### src/rtl/core_mc_pkg.sv
// core_mc_pkg: shared constants and types for the core_mc multicycle RV32 core.
// Holds the opcode/funct constants, ALU-op, FSM-state, writeback-select,
// next-PC-select and operand-A-select enums, and the decoded-control struct.
package core_mc_pkg;

  localparam int unsigned XLEN = 32;

  localparam logic [6:0] OPC_LOAD   = 7'b0000011;
  localparam logic [6:0] OPC_STORE  = 7'b0100011;
  localparam logic [6:0] OPC_OP_IMM = 7'b0010011;
  localparam logic [6:0] OPC_OP     = 7'b0110011;
  localparam logic [6:0] OPC_LUI    = 7'b0110111;
  localparam logic [6:0] OPC_AUIPC  = 7'b0010111;
  localparam logic [6:0] OPC_JAL    = 7'b1101111;
  localparam logic [6:0] OPC_JALR   = 7'b1100111;
  localparam logic [6:0] OPC_BRANCH = 7'b1100011;

  localparam logic [2:0] F3_ADD  = 3'b000;
  localparam logic [2:0] F3_SLL  = 3'b001;
  localparam logic [2:0] F3_SLT  = 3'b010;
  localparam logic [2:0] F3_SLTU = 3'b011;
  localparam logic [2:0] F3_XOR  = 3'b100;
  localparam logic [2:0] F3_SR   = 3'b101;
  localparam logic [2:0] F3_OR   = 3'b110;
  localparam logic [2:0] F3_AND  = 3'b111;
  localparam logic [2:0] F3_LW   = 3'b010;
  localparam logic [2:0] F3_BEQ  = 3'b000;
  localparam logic [2:0] F3_BNE  = 3'b001;
  localparam logic [2:0] F3_BLT  = 3'b100;
  localparam logic [2:0] F3_BGE  = 3'b101;
  localparam logic [2:0] F3_BLTU = 3'b110;
  localparam logic [2:0] F3_BGEU = 3'b111;

  localparam logic [6:0] F7_BASE = 7'b0000000;
  localparam logic [6:0] F7_ALT  = 7'b0100000;

  typedef enum logic [3:0] {
    ALU_ADD, ALU_SUB, ALU_AND, ALU_OR, ALU_XOR, ALU_SLT, ALU_SLTU, ALU_SLL,
    ALU_SRL, ALU_SRA, ALU_BEQ, ALU_BNE, ALU_BLT, ALU_BGE, ALU_BLTU, ALU_BGEU
  } alu_op_e;

  typedef enum logic [2:0] {S_IDLE, S_IF, S_ID, S_EX, S_MEM, S_WB, S_HALT} state_e;

  typedef enum logic [1:0] {WB_ALU, WB_MEM, WB_PC4} wb_sel_e;

  typedef enum logic [1:0] {PC_PLUS4, PC_BRANCH, PC_JAL, PC_JALR} pc_sel_e;

  typedef enum logic [1:0] {A_RS1, A_PC, A_ZERO} a_sel_e;

  typedef struct packed {
    alu_op_e alu_op;
    wb_sel_e wb_sel;
    pc_sel_e pc_sel;
    a_sel_e  a_sel;
    logic    b_imm;
    logic    rf_wen;
    logic    is_load;
    logic    is_store;
  } ctrl_t;

endpackage

### src/rtl/core_mc_alu.sv
// core_mc_alu: combinational ALU plus branch comparator.
// Ports: a, b (operands), op (alu_op_e) -> result (32b), cmp (branch condition).
// Shift operations exist only when CORE_MC_SHIFT_EN is defined.
module core_mc_alu
  import core_mc_pkg::*;
(
  input  logic [XLEN-1:0] a,
  input  logic [XLEN-1:0] b,
  input  alu_op_e         op,
  output logic [XLEN-1:0] result,
  output logic            cmp
);

  always_comb begin
    result = '0;
    cmp    = 1'b0;
    case (op)
      ALU_ADD:  result = a + b;
      ALU_SUB:  result = a - b;
      ALU_AND:  result = a & b;
      ALU_OR:   result = a | b;
      ALU_XOR:  result = a ^ b;
      ALU_SLT:  result = {31'd0, ($signed(a) < $signed(b))};
      ALU_SLTU: result = {31'd0, (a < b)};
`ifdef CORE_MC_SHIFT_EN
      ALU_SLL:  result = a << b[4:0];
      ALU_SRL:  result = a >> b[4:0];
      ALU_SRA:  result = $unsigned($signed(a) >>> b[4:0]);
`endif
      ALU_BEQ:  cmp = (a == b);
      ALU_BNE:  cmp = (a != b);
      ALU_BLT:  cmp = ($signed(a) < $signed(b));
      ALU_BGE:  cmp = ($signed(a) >= $signed(b));
      ALU_BLTU: cmp = (a < b);
      ALU_BGEU: cmp = (a >= b);
      default:  ;
    endcase
  end

endmodule

### src/rtl/core_mc.sv
// core_mc: multicycle RV32I/RV32E core (IDLE, IF, ID, EX, MEM, WB, HALT).
// Ports: clk, rst (async active-high); imem_req/addr/rdy/rdata fetch port;
// dmem_req/we/addr/wdata/rdy/rdata data port; retire, exit, illegal status.
// Optional macro CORE_MC_SHIFT_EN enables SLL/SRL/SRA/SLLI/SRLI/SRAI.
module core_mc
  import core_mc_pkg::*;
#(
  parameter logic [31:0] START_ADDR = 32'h0000_0000,
  parameter int unsigned NREGS      = 32
) (
  input  logic        clk,
  input  logic        rst,
  output logic        imem_req,
  output logic [31:0] imem_addr,
  input  logic        imem_rdy,
  input  logic [31:0] imem_rdata,
  output logic        dmem_req,
  output logic        dmem_we,
  output logic [31:0] dmem_addr,
  output logic [31:0] dmem_wdata,
  input  logic        dmem_rdy,
  input  logic [31:0] dmem_rdata,
  output logic        retire,
  output logic        exit,
  output logic        illegal
);

  localparam int unsigned RIDX_W = (NREGS == 16) ? 4 : 5;

  state_e      state_q, state_d;
  ctrl_t       ctrl_q, ctrl_d;
  logic [31:0] pc_q, pc_d, inst_q, inst_d, imm_q, imm_d;
  logic [31:0] rs1_q, rs1_d, rs2_q, rs2_d, alu_q, alu_d, load_q, load_d;
  logic [4:0]  rd_q, rd_d;
  logic        cmp_q, cmp_d;
  logic        imem_req_q, imem_req_d, dmem_req_q, dmem_req_d;
  logic        retire_q, retire_d, exit_q, exit_d, illegal_q, illegal_d;
  logic [31:0] rf_q [NREGS];
  logic [31:0] rf_d [NREGS];

  logic [6:0]  opc, f7;
  logic [2:0]  f3;
  logic [4:0]  rs1_idx, rs2_idx, rd_idx;
  logic [31:0] imm_i, imm_s, imm_b, imm_u, imm_j;
  ctrl_t       dec_c;
  logic [31:0] imm_c, rs1_val, rs2_val;
  logic        legal_c, use_rs1_c, use_rs2_c;
  logic [31:0] alu_a, alu_b, alu_res, wb_data, pc_next, pc_plus4;
  logic        alu_cmp;

  assign opc     = inst_q[6:0];
  assign rd_idx  = inst_q[11:7];
  assign f3      = inst_q[14:12];
  assign rs1_idx = inst_q[19:15];
  assign rs2_idx = inst_q[24:20];
  assign f7      = inst_q[31:25];

  assign imm_i = {{20{inst_q[31]}}, inst_q[31:20]};
  assign imm_s = {{20{inst_q[31]}}, inst_q[31:25], inst_q[11:7]};
  assign imm_b = {{19{inst_q[31]}}, inst_q[31], inst_q[7], inst_q[30:25], inst_q[11:8], 1'b0};
  assign imm_u = {inst_q[31:12], 12'd0};
  assign imm_j = {{11{inst_q[31]}}, inst_q[31], inst_q[19:12], inst_q[20], inst_q[30:21], 1'b0};

  // x0 and out-of-range indices read as zero; out-of-range is rejected as illegal anyway
  assign rs1_val = (rs1_idx != 5'd0 && 32'(rs1_idx) < NREGS) ? rf_q[rs1_idx[RIDX_W-1:0]] : '0;
  assign rs2_val = (rs2_idx != 5'd0 && 32'(rs2_idx) < NREGS) ? rf_q[rs2_idx[RIDX_W-1:0]] : '0;

  // Instruction decode of inst_reg
  always_comb begin
    dec_c     = '0;
    imm_c     = '0;
    legal_c   = 1'b1;
    use_rs1_c = 1'b0;
    use_rs2_c = 1'b0;
    case (opc)
      OPC_LOAD: begin
        legal_c = (f3 == F3_LW);
        dec_c.is_load = 1'b1; dec_c.rf_wen = 1'b1; dec_c.wb_sel = WB_MEM;
        dec_c.b_imm = 1'b1; imm_c = imm_i; use_rs1_c = 1'b1;
      end
      OPC_STORE: begin
        legal_c = (f3 == F3_LW);
        dec_c.is_store = 1'b1; dec_c.b_imm = 1'b1; imm_c = imm_s;
        use_rs1_c = 1'b1; use_rs2_c = 1'b1;
      end
      OPC_OP_IMM: begin
        dec_c.rf_wen = 1'b1; dec_c.b_imm = 1'b1; imm_c = imm_i; use_rs1_c = 1'b1;
        case (f3)
          F3_ADD:  dec_c.alu_op = ALU_ADD;
          F3_SLT:  dec_c.alu_op = ALU_SLT;
          F3_SLTU: dec_c.alu_op = ALU_SLTU;
          F3_XOR:  dec_c.alu_op = ALU_XOR;
          F3_OR:   dec_c.alu_op = ALU_OR;
          F3_AND:  dec_c.alu_op = ALU_AND;
`ifdef CORE_MC_SHIFT_EN
          F3_SLL: begin legal_c = (f7 == F7_BASE); dec_c.alu_op = ALU_SLL; end
          F3_SR: begin
            legal_c = (f7 == F7_BASE) || (f7 == F7_ALT);
            dec_c.alu_op = f7[5] ? ALU_SRA : ALU_SRL;
          end
`endif
          default: legal_c = 1'b0;
        endcase
      end
      OPC_OP: begin
        dec_c.rf_wen = 1'b1; use_rs1_c = 1'b1; use_rs2_c = 1'b1;
        legal_c = (f7 == F7_BASE);
        case (f3)
          F3_ADD: begin
            legal_c = (f7 == F7_BASE) || (f7 == F7_ALT);
            dec_c.alu_op = f7[5] ? ALU_SUB : ALU_ADD;
          end
          F3_SLT:  dec_c.alu_op = ALU_SLT;
          F3_SLTU: dec_c.alu_op = ALU_SLTU;
          F3_XOR:  dec_c.alu_op = ALU_XOR;
          F3_OR:   dec_c.alu_op = ALU_OR;
          F3_AND:  dec_c.alu_op = ALU_AND;
`ifdef CORE_MC_SHIFT_EN
          F3_SLL:  dec_c.alu_op = ALU_SLL;
          F3_SR: begin
            legal_c = (f7 == F7_BASE) || (f7 == F7_ALT);
            dec_c.alu_op = f7[5] ? ALU_SRA : ALU_SRL;
          end
`endif
          default: legal_c = 1'b0;
        endcase
      end
      OPC_LUI: begin
        dec_c.rf_wen = 1'b1; dec_c.a_sel = A_ZERO; dec_c.b_imm = 1'b1; imm_c = imm_u;
      end
      OPC_AUIPC: begin
        dec_c.rf_wen = 1'b1; dec_c.a_sel = A_PC; dec_c.b_imm = 1'b1; imm_c = imm_u;
      end
      OPC_JAL: begin
        dec_c.rf_wen = 1'b1; dec_c.wb_sel = WB_PC4; dec_c.pc_sel = PC_JAL; imm_c = imm_j;
      end
      OPC_JALR: begin
        legal_c = (f3 == F3_ADD);
        dec_c.rf_wen = 1'b1; dec_c.wb_sel = WB_PC4; dec_c.pc_sel = PC_JALR;
        dec_c.b_imm = 1'b1; imm_c = imm_i; use_rs1_c = 1'b1;
      end
      OPC_BRANCH: begin
        dec_c.pc_sel = PC_BRANCH; imm_c = imm_b; use_rs1_c = 1'b1; use_rs2_c = 1'b1;
        case (f3)
          F3_BEQ:  dec_c.alu_op = ALU_BEQ;
          F3_BNE:  dec_c.alu_op = ALU_BNE;
          F3_BLT:  dec_c.alu_op = ALU_BLT;
          F3_BGE:  dec_c.alu_op = ALU_BGE;
          F3_BLTU: dec_c.alu_op = ALU_BLTU;
          F3_BGEU: dec_c.alu_op = ALU_BGEU;
          default: legal_c = 1'b0;
        endcase
      end
      default: legal_c = 1'b0;
    endcase
    // RV32E: only fields that the format actually uses are range-checked
    if (NREGS == 16) begin
      if ((use_rs1_c && rs1_idx[4]) || (use_rs2_c && rs2_idx[4]) || (dec_c.rf_wen && rd_idx[4]))
        legal_c = 1'b0;
    end
  end

  // ALU operand selection
  always_comb begin
    case (ctrl_q.a_sel)
      A_PC:    alu_a = pc_q;
      A_ZERO:  alu_a = '0;
      default: alu_a = rs1_q;
    endcase
    alu_b = ctrl_q.b_imm ? imm_q : rs2_q;
  end

  core_mc_alu u_alu (
    .a      (alu_a),
    .b      (alu_b),
    .op     (ctrl_q.alu_op),
    .result (alu_res),
    .cmp    (alu_cmp)
  );

  // Writeback data and next PC
  always_comb begin
    pc_plus4 = pc_q + 32'd4;
    case (ctrl_q.wb_sel)
      WB_MEM:  wb_data = load_q;
      WB_PC4:  wb_data = pc_plus4;
      default: wb_data = alu_q;
    endcase
    case (ctrl_q.pc_sel)
      PC_BRANCH: pc_next = cmp_q ? (pc_q + imm_q) : pc_plus4;
      PC_JAL:    pc_next = pc_q + imm_q;
      PC_JALR:   pc_next = alu_q & ~32'd1;
      default:   pc_next = pc_plus4;
    endcase
  end

  // FSM next-state and datapath updates
  always_comb begin
    state_d   = state_q;
    ctrl_d    = ctrl_q;
    pc_d      = pc_q;
    inst_d    = inst_q;
    imm_d     = imm_q;
    rs1_d     = rs1_q;
    rs2_d     = rs2_q;
    rd_d      = rd_q;
    alu_d     = alu_q;
    cmp_d     = cmp_q;
    load_d    = load_q;
    exit_d    = exit_q;
    illegal_d = illegal_q;
    rf_d      = rf_q;
    case (state_q)
      S_IDLE: state_d = S_IF;
      S_IF: begin
        if (imem_rdy) begin
          inst_d  = imem_rdata;
          state_d = S_ID;
        end
      end
      S_ID: begin
        ctrl_d = dec_c;
        imm_d  = imm_c;
        rs1_d  = rs1_val;
        rs2_d  = rs2_val;
        rd_d   = rd_idx;
        if (inst_q == 32'd0) begin
          exit_d  = 1'b1;
          state_d = S_HALT;
        end else if (!legal_c) begin
          illegal_d = 1'b1;
          state_d   = S_HALT;
        end else begin
          state_d = S_EX;
        end
      end
      S_EX: begin
        alu_d   = alu_res;
        cmp_d   = alu_cmp;
        state_d = (ctrl_q.is_load || ctrl_q.is_store) ? S_MEM : S_WB;
      end
      S_MEM: begin
        if (dmem_rdy) begin
          if (ctrl_q.is_load) load_d = dmem_rdata;
          state_d = S_WB;
        end
      end
      S_WB: begin
        if (ctrl_q.rf_wen && rd_q != 5'd0) rf_d[rd_q[RIDX_W-1:0]] = wb_data;
        pc_d    = pc_next;
        state_d = S_IF;
      end
      S_HALT:  ;
      default: state_d = S_IDLE;
    endcase
    imem_req_d = (state_d == S_IF);
    dmem_req_d = (state_d == S_MEM);
    retire_d   = (state_d == S_WB);
  end

  // State and datapath registers
  always_ff @(posedge clk or posedge rst) begin
    if (rst) begin
      state_q    <= S_IDLE;
      ctrl_q     <= '0;
      pc_q       <= START_ADDR;
      inst_q     <= '0;
      imm_q      <= '0;
      rs1_q      <= '0;
      rs2_q      <= '0;
      rd_q       <= '0;
      alu_q      <= '0;
      cmp_q      <= 1'b0;
      load_q     <= '0;
      imem_req_q <= 1'b0;
      dmem_req_q <= 1'b0;
      retire_q   <= 1'b0;
      exit_q     <= 1'b0;
      illegal_q  <= 1'b0;
      for (int unsigned i = 0; i < NREGS; i++) rf_q[i] <= '0;
    end else begin
      state_q    <= state_d;
      ctrl_q     <= ctrl_d;
      pc_q       <= pc_d;
      inst_q     <= inst_d;
      imm_q      <= imm_d;
      rs1_q      <= rs1_d;
      rs2_q      <= rs2_d;
      rd_q       <= rd_d;
      alu_q      <= alu_d;
      cmp_q      <= cmp_d;
      load_q     <= load_d;
      imem_req_q <= imem_req_d;
      dmem_req_q <= dmem_req_d;
      retire_q   <= retire_d;
      exit_q     <= exit_d;
      illegal_q  <= illegal_d;
      rf_q       <= rf_d;
    end
  end

  assign imem_req   = imem_req_q;
  assign imem_addr  = pc_q;
  assign dmem_req   = dmem_req_q;
  assign dmem_we    = ctrl_q.is_store;
  assign dmem_addr  = alu_q;
  assign dmem_wdata = rs2_q;
  assign retire     = retire_q;
  assign exit       = exit_q;
  assign illegal    = illegal_q;

endmodule

### config.mk
export PLATFORM = sky130hd
export DESIGN_NAME = core_mc
export DESIGN_NICKNAME = d
export VERILOG_FILES = /design/src/rtl/core_mc_pkg.sv /design/src/rtl/core_mc_alu.sv /design/src/rtl/core_mc.sv
export SDC_FILE = /design/constraint.sdc
export NUM_CORES = 2
export LEC_CHECK = 0
export BUFFER_PORTS_ARGS = -buffer_cell sky130_fd_sc_hd__buf_2
export CORE_MARGIN = 2
export CORE_UTILIZATION = 49
export DETAILED_ROUTE_END_ITERATION = 7
export SLEW_MARGIN = 20
export SYNTH_ARGS = -nofsm -noshare
export SYNTH_HDL_FRONTEND = slang
export SYNTH_SLANG_ARGS = --single-unit
### constraint.sdc
create_clock -name clk -period 105.5 [get_ports clk]
set_input_delay 15.825 -clock clk [delete_from_list [all_inputs] [get_ports clk]]
set_output_delay 15.825 -clock clk [all_outputs]
set_load 0.01 [all_outputs]
### Yosys cells after proc, flatten, opt, wreduce, memory -nomap -nowiden

Index checks and enable logic that the tools add are counted.

| storage, ports and cells | value |
|---|---|
| logic and storage cells | 191 |
| output and inout bits | 102 |
| bits of input ports | 68 |
| register bits after elaboration | 1276 |

| operators by class | value |
|---|---|
| $lt $le $gt $ge | 8 |
| $add $sub $neg | 4 |
| multiplexer cells | 41 |
| reduce and logical (&&, ||, !) cells | 28 |
| equal/unequal tests | 47 |
| bitwise operators | 8 |

Operator list:

| kind | count |
|---|---|
| $bwmux 1024 | 1 |
| $bmux 32 s5 | 2 |
| $mux 32 | 9 |
| $pmux 32 s7 | 1 |
| $demux 32 s5 | 1 |
| $pmux 32 s5 | 1 |
| $pmux 32 s2 | 2 |
| $pmux 32 s3 | 1 |
| $add 32x32->32 | 2 |
| $ge 32x32->1 | 2 |
| $lt 32x32->1 | 2 |
| $pmux 3 s6 | 2 |
| $add 32x3->32 const B | 1 |
| $and 32x32->32 | 1 |
| $eq 32x32->1 | 1 |
| $logic_not 32->1 | 1 |
| $ne 32x32->1 | 1 |
| $or 32x32->32 | 1 |
| $sub 32x32->32 | 1 |
| $xor 32x32->32 | 1 |
| $eq 7x6->1 const B | 4 |
| $eq 3x3->1 const B | 9 |
| $eq 4x4->1 const B | 6 |
| $pmux 4 s6 | 1 |
| 35 further kinds | 82 |

### Logic depth before layout (Yosys ltp)

| logic depth | value |
|---|---|
| word-level depth | 8 |
| depth in mapped cells | 19 |
| depth with buffers taken out | 18 |

### By module

A second synthesis with hierarchy kept.

| unflattened totals | value |
|---|---|
| cells, all modules | 6362 |
| area total of the unflattened synthesis | 69945.8 µm² |

Modules (own cells, without submodules):

| module | seq. area each (µm²) | area an instance (µm²) | times used | cells each |
|---|---|---|---|---|
| core_mc | 31905.6 | 64953.5 | 1 | 5600 |
| core_mc_alu | 0.0 | 4992.3 | 1 | 762 |

### Least setup slack after synthesis

No wires, ideal clock.

| timing | value |
|---|---|
| path type | input-to-reg |
| start | in imem_rdy |
| end | reg inst_q[0] |
| buffers on the path | 2 |
| library setup time | 0.125 ns |
| arrival time | 17.096 ns |
| slack | 88.279 ns |
| data required time | 105.375 ns |
| cell stages on the path | 5 |
| cells stage by stage | nand2_1 > nor3_1 > clkbuf_1 > buf_1 > mux2_2 |

| between the ends | value |
|---|---|
| word-level cells in the longest chain between the ends | 1 |

RTL lines:

| element | RTL line | source |
|---|---|---|
| start: declaration | core_mc.sv:15 | `input logic imem_rdy,` |
| $reduce_and 2->1 (no line) | n/a |  |
| end signal: assignment | core_mc.sv:285 | `inst_q <= inst_d;` |
| end: declaration | core_mc.sv:32 | `logic [31:0] pc_q, pc_d, inst_q, inst_d, imm_q, imm_d;` |

No other way between the ends.
A chain may end at the register's enable or synchronous reset.

==> results list <==
* Net count of the finished layout: 6938
* Final wirelength: between 200000 and 250000 um
* Final-report max-slew violation count: 0
- The min-delay analysis places its worst path in the category reg2reg.
- VDD sags by at most between 0.00002 and 0.00003 V.
* Sequential-to-total area share from yosys stat: ~45%
- The tool flagged a number of max-cap violations equal to 0.
- By startpoint and endpoint, the worst setup path is classified as in2async.
- After synthesis, the share of flip-flops with an asynchronous set or reset is 100%.
- Power spread over the standard cell area amounts to 24.7 nW/um^2.
- Number of instances in the synthesized netlist: 6937
- For this design, the CTS-stage hold fixing added 0 buffers.
- For the pin with the worst max-slew slack, the measured transition is about 1.2 ns.
* Standby leakage power: 33.4 nW
- The worst setup path is captured at an asynchronous set/reset pin.
- Counting distinct cell types in the post-synthesis netlist gives 92.
* Core Rows: 139
* CTS clk-pin slew, worst paths: 0.06 ns
- Detailed placement finished with a half-perimeter wire length of 151000 um.
- Number of placed I/O pins: 170
- Count of buffers from port buffering: 169
* DRC violations left: 0
- In this run the standard cell core region covers 143000 um^2.
- Flop and latch count out of synthesis: 1275
* Maximum number of buffers from clock root to sink: 3
* Avg WL per Cell: around 28 um
- The floorplan step set the die width to 383 um.
- The root buffer cell chosen for the clock tree is sky130_fd_sc_hd__clkbuf_16.
* Net count after synthesis: 7139
- Entering global routing, the biggest net connects approximately 150 pins.
- Worst setup skew after layout: 0.0227 ns
- Number of CTS-inserted buffers: about 150
* DP Cell Count: ~8500
- For this configuration, the core starts out at a cell density of between 40% and 50%.
- Dividing the detail-routed via count by the number of cells gives 6.40.
- The worst path uses between 10% and 20% of the clock period.
- Max transition margin: 22.9%
- Setup repair after global routing left no endpoint under its margin.
* Minimum setup slack in the final design: 85.88 ns
* Critical Path RT: 106.24 ns
- Setup violations remaining at the end of the flow were counted as 0.
- The congestion estimate from routability-driven global placement came to 0.975.
- The via count of the first global-routing pass is 54794.
* Die Footprint: between 100000 and 150000 um^2
* Total number of vias: 56031
* Number of enable-type register cells in the synthesized netlist: 0
- The mapped netlist covers 70500 um^2.
- Once detail routing completed, the nets flagged for antenna violations numbered 0.
- For this run, the number of Yosys warnings is 0.
* Post-cts resize count: 0
- Once the clock tree was built, the setup fixing pass inserted 0 buffers.
- H-Tree Depth: 4
* Startpoint class of the critical path: input port
- Most used DFF post-synth: sky130_fd_sc_hd__dfrtp_1
- Measured along the y axis, the die boundary spans 383 um.
- Number of search-and-repair iterations in the first detailed-routing pass: 8
- The detailed router finished its first iteration with 5479 violations.
- Global-route wire length before repair: 368000 um
* Antenna violations before repair: 5
* Area overhead of the layout relative to synthesis: 10.3%
- CTS tree: done
* Clock sinks: 1275
- Final Hold Violating Endpoints: 0
- Sum of overflow across all layers after global routing: 0
- Worst endpoint data arrival time: ~20 ns
- Maximum clock rate: about 0.051 GHz
* Post-route setup TNS: 0 ns
* Combined global-route utilization of all metal layers: about a third
- Source-to-sink clock delay at the later pin of the worst-skew pair: 0.80 ns
* Run status: finished clean
- Average cell area after synthesis: 10.2 um^2
* Top fanout value on the critical path: 146
- Pwr Total: about 1.9 mW
- Once layout is complete, the cells apart from fillers number slightly below 9000.
- Worst slack, placed: 84.86 ns
- For the finished layout, the period the worst path requires is 19.62 ns.
* Proportion of layout cells with a drive suffix above 1: roughly a fifth
sequential cells by signal (all words and copies together) (netlist names), 12 cells and up:
signal      count
inst_q         32
ctrl_q         12
dmem_addr      32
load_q         32
dmem_wdata     32
imm_q          32
rf_q         1024
imem_addr      32
rs1_q          32
kinds of logic (layout without fill, tap and decap cells):
family,after synthesis,count (layout),share of synthesized area (%)
AOI/OAI and AO/OA,2044,2044,16.7
and+or+nand+nor,1792,1792,10.4
DFF,1275,1275,45.2
muxes,831,831,20.0
buffers and inverters,782,698,4.26
adders and majority gates,134,134,2.41
xor gates and xnor gates,79,79,0.981
other,0,5,0
power breakdown:
group,leakage (nW),internal (mW),switching [mW]
clock network,2.46,0.311,0.217
registers,17.6,0.545,0.0831
logic,13.4,0.258,0.510
through the flow:
stage               util, %  cell area [um^2]  hold WS, ns
floorplan                 -             70500        0.445
global placement       50.8             72800        0.381
detailed placement     50.8             72800        0.385
CTS                    54.2             77700        0.400
global route           54.3             77800        0.410
finish                 54.3             77800        0.399
cells in the mapped netlist, types with 12 or more instances:
| cell | number | area [um^2] |
|---|---|---|
| sky130_fd_sc_hd__a211oi_1 | 18 | 135 |
| sky130_fd_sc_hd__a21o_1 | 26 | 195 |
| sky130_fd_sc_hd__a21oi_1 | 293 | 1470 |
| sky130_fd_sc_hd__a221o_1 | 34 | 340 |
| sky130_fd_sc_hd__a221oi_1 | 35 | 307 |
| sky130_fd_sc_hd__a22o_1 | 15 | 131 |
| sky130_fd_sc_hd__a31oi_1 | 18 | 113 |
| sky130_fd_sc_hd__and3_1 | 17 | 106 |
| sky130_fd_sc_hd__buf_1 | 85 | 319 |
| sky130_fd_sc_hd__buf_2 | 18 | 90.1 |
| sky130_fd_sc_hd__clkbuf_1 | 536 | 2010 |
| sky130_fd_sc_hd__dfrtp_1 | 1275 | 31900 |
| sky130_fd_sc_hd__ha_1 | 131 | 1640 |
| sky130_fd_sc_hd__inv_1 | 130 | 488 |
| sky130_fd_sc_hd__mux2_2 | 154 | 1730 |
| sky130_fd_sc_hd__mux2i_1 | 228 | 2280 |
| sky130_fd_sc_hd__mux4_2 | 448 | 10100 |
| sky130_fd_sc_hd__nand2_1 | 1346 | 5050 |
| sky130_fd_sc_hd__nand2b_1 | 14 | 87.6 |
| sky130_fd_sc_hd__nand3_1 | 37 | 185 |
| sky130_fd_sc_hd__nand4_1 | 17 | 106 |
| sky130_fd_sc_hd__nor2_1 | 199 | 747 |
| sky130_fd_sc_hd__nor3_1 | 69 | 345 |
| sky130_fd_sc_hd__nor4_1 | 13 | 81.3 |
| sky130_fd_sc_hd__o21a_1 | 34 | 255 |
| sky130_fd_sc_hd__o21ai_0 | 1261 | 6310 |
| sky130_fd_sc_hd__o21ai_2 | 31 | 272 |
| sky130_fd_sc_hd__o21bai_1 | 20 | 150 |
| sky130_fd_sc_hd__o221ai_1 | 86 | 753 |
| sky130_fd_sc_hd__o22ai_1 | 70 | 438 |
| sky130_fd_sc_hd__o31ai_1 | 12 | 90.1 |
| sky130_fd_sc_hd__or3_1 | 13 | 81.3 |
| sky130_fd_sc_hd__xnor2_1 | 59 | 517 |
| sky130_fd_sc_hd__xor2_1 | 20 | 175 |
path summary, 6_finish.rpt:
kind | cells after the start | endpoint | slack [ns] | from
max reg2reg | 7 | rs1_q[8] | 100.26 | inst_q[15]
max in group clk | 1 | imem_addr[26] | 87.96 | imem_addr[26]
max | 7 | inst_q[16] | 85.88 | rst
min reg2reg | 0 | rf_q[999] | 0.40 | rf_q[999]
min in group asynchronous | 2 | load_q[22] | 15.09 | rst
min | 0 | rf_q[999] | 0.40 | rf_q[999]
final cells by class:
cell class | instances | area, um^2
clock buffers | 216 | 4390
multi-input cells | 4880 | 36100
fillers | 12662 | 65500
flip-flops and latches | 1275 | 31900
inverters | 130 | 495
clock inverters | 49 | 569
diodes | 5 | 12.5
repair buffers | 303 | 1910
well taps | 1903 | 2380
routing by layer:
layer / wire [um] / GRT usage [%] / part of all wire, % / vias to the layer above
met4: 12500 / 15.4 / 5.0 / 4
met1: 104000 / 46.2 / 42 / 28300
met3: 19000 / 5.90 / 7.6 / 574
li1: - / - / - / 24703
met5: 24 / 0 / 0.0096 / -
met2: 114000 / 53.2 / 46 / 2450
cell usage in the layout, fill, tap and decap left out, types with 30 or more instances in the layout:
master	Yosys	final
sky130_fd_sc_hd__a21oi_1	293	289
sky130_fd_sc_hd__a221o_1	34	34
sky130_fd_sc_hd__a221oi_1	35	35
sky130_fd_sc_hd__buf_2	18	169
sky130_fd_sc_hd__buf_4	3	130
sky130_fd_sc_hd__clkbuf_16	0	151
sky130_fd_sc_hd__clkbuf_8	0	37
sky130_fd_sc_hd__dfrtp_1	1275	1264
sky130_fd_sc_hd__ha_1	131	130
sky130_fd_sc_hd__inv_1	130	128
sky130_fd_sc_hd__mux2_2	154	154
sky130_fd_sc_hd__mux2i_1	228	228
sky130_fd_sc_hd__mux4_2	448	448
sky130_fd_sc_hd__nand2_1	1346	1313
sky130_fd_sc_hd__nand2_4	0	30
sky130_fd_sc_hd__nand3_1	37	37
sky130_fd_sc_hd__nor2_1	199	198
sky130_fd_sc_hd__nor3_1	69	67
sky130_fd_sc_hd__o21a_1	34	34
sky130_fd_sc_hd__o21ai_0	1261	1232
sky130_fd_sc_hd__o21ai_2	31	54
sky130_fd_sc_hd__o221ai_1	86	86
sky130_fd_sc_hd__o22ai_1	70	70
sky130_fd_sc_hd__xnor2_1	59	59
critical path: stages:
cell and delay [ns]:
sky130_fd_sc_hd__buf_2 0.13, sky130_fd_sc_hd__inv_8 0.42, sky130_fd_sc_hd__buf_4 0.76, sky130_fd_sc_hd__buf_4 0.74
sky130_fd_sc_hd__buf_4 0.80, sky130_fd_sc_hd__buf_4 0.76, sky130_fd_sc_hd__buf_12 0.62
(Power assumes the default switching activity.)
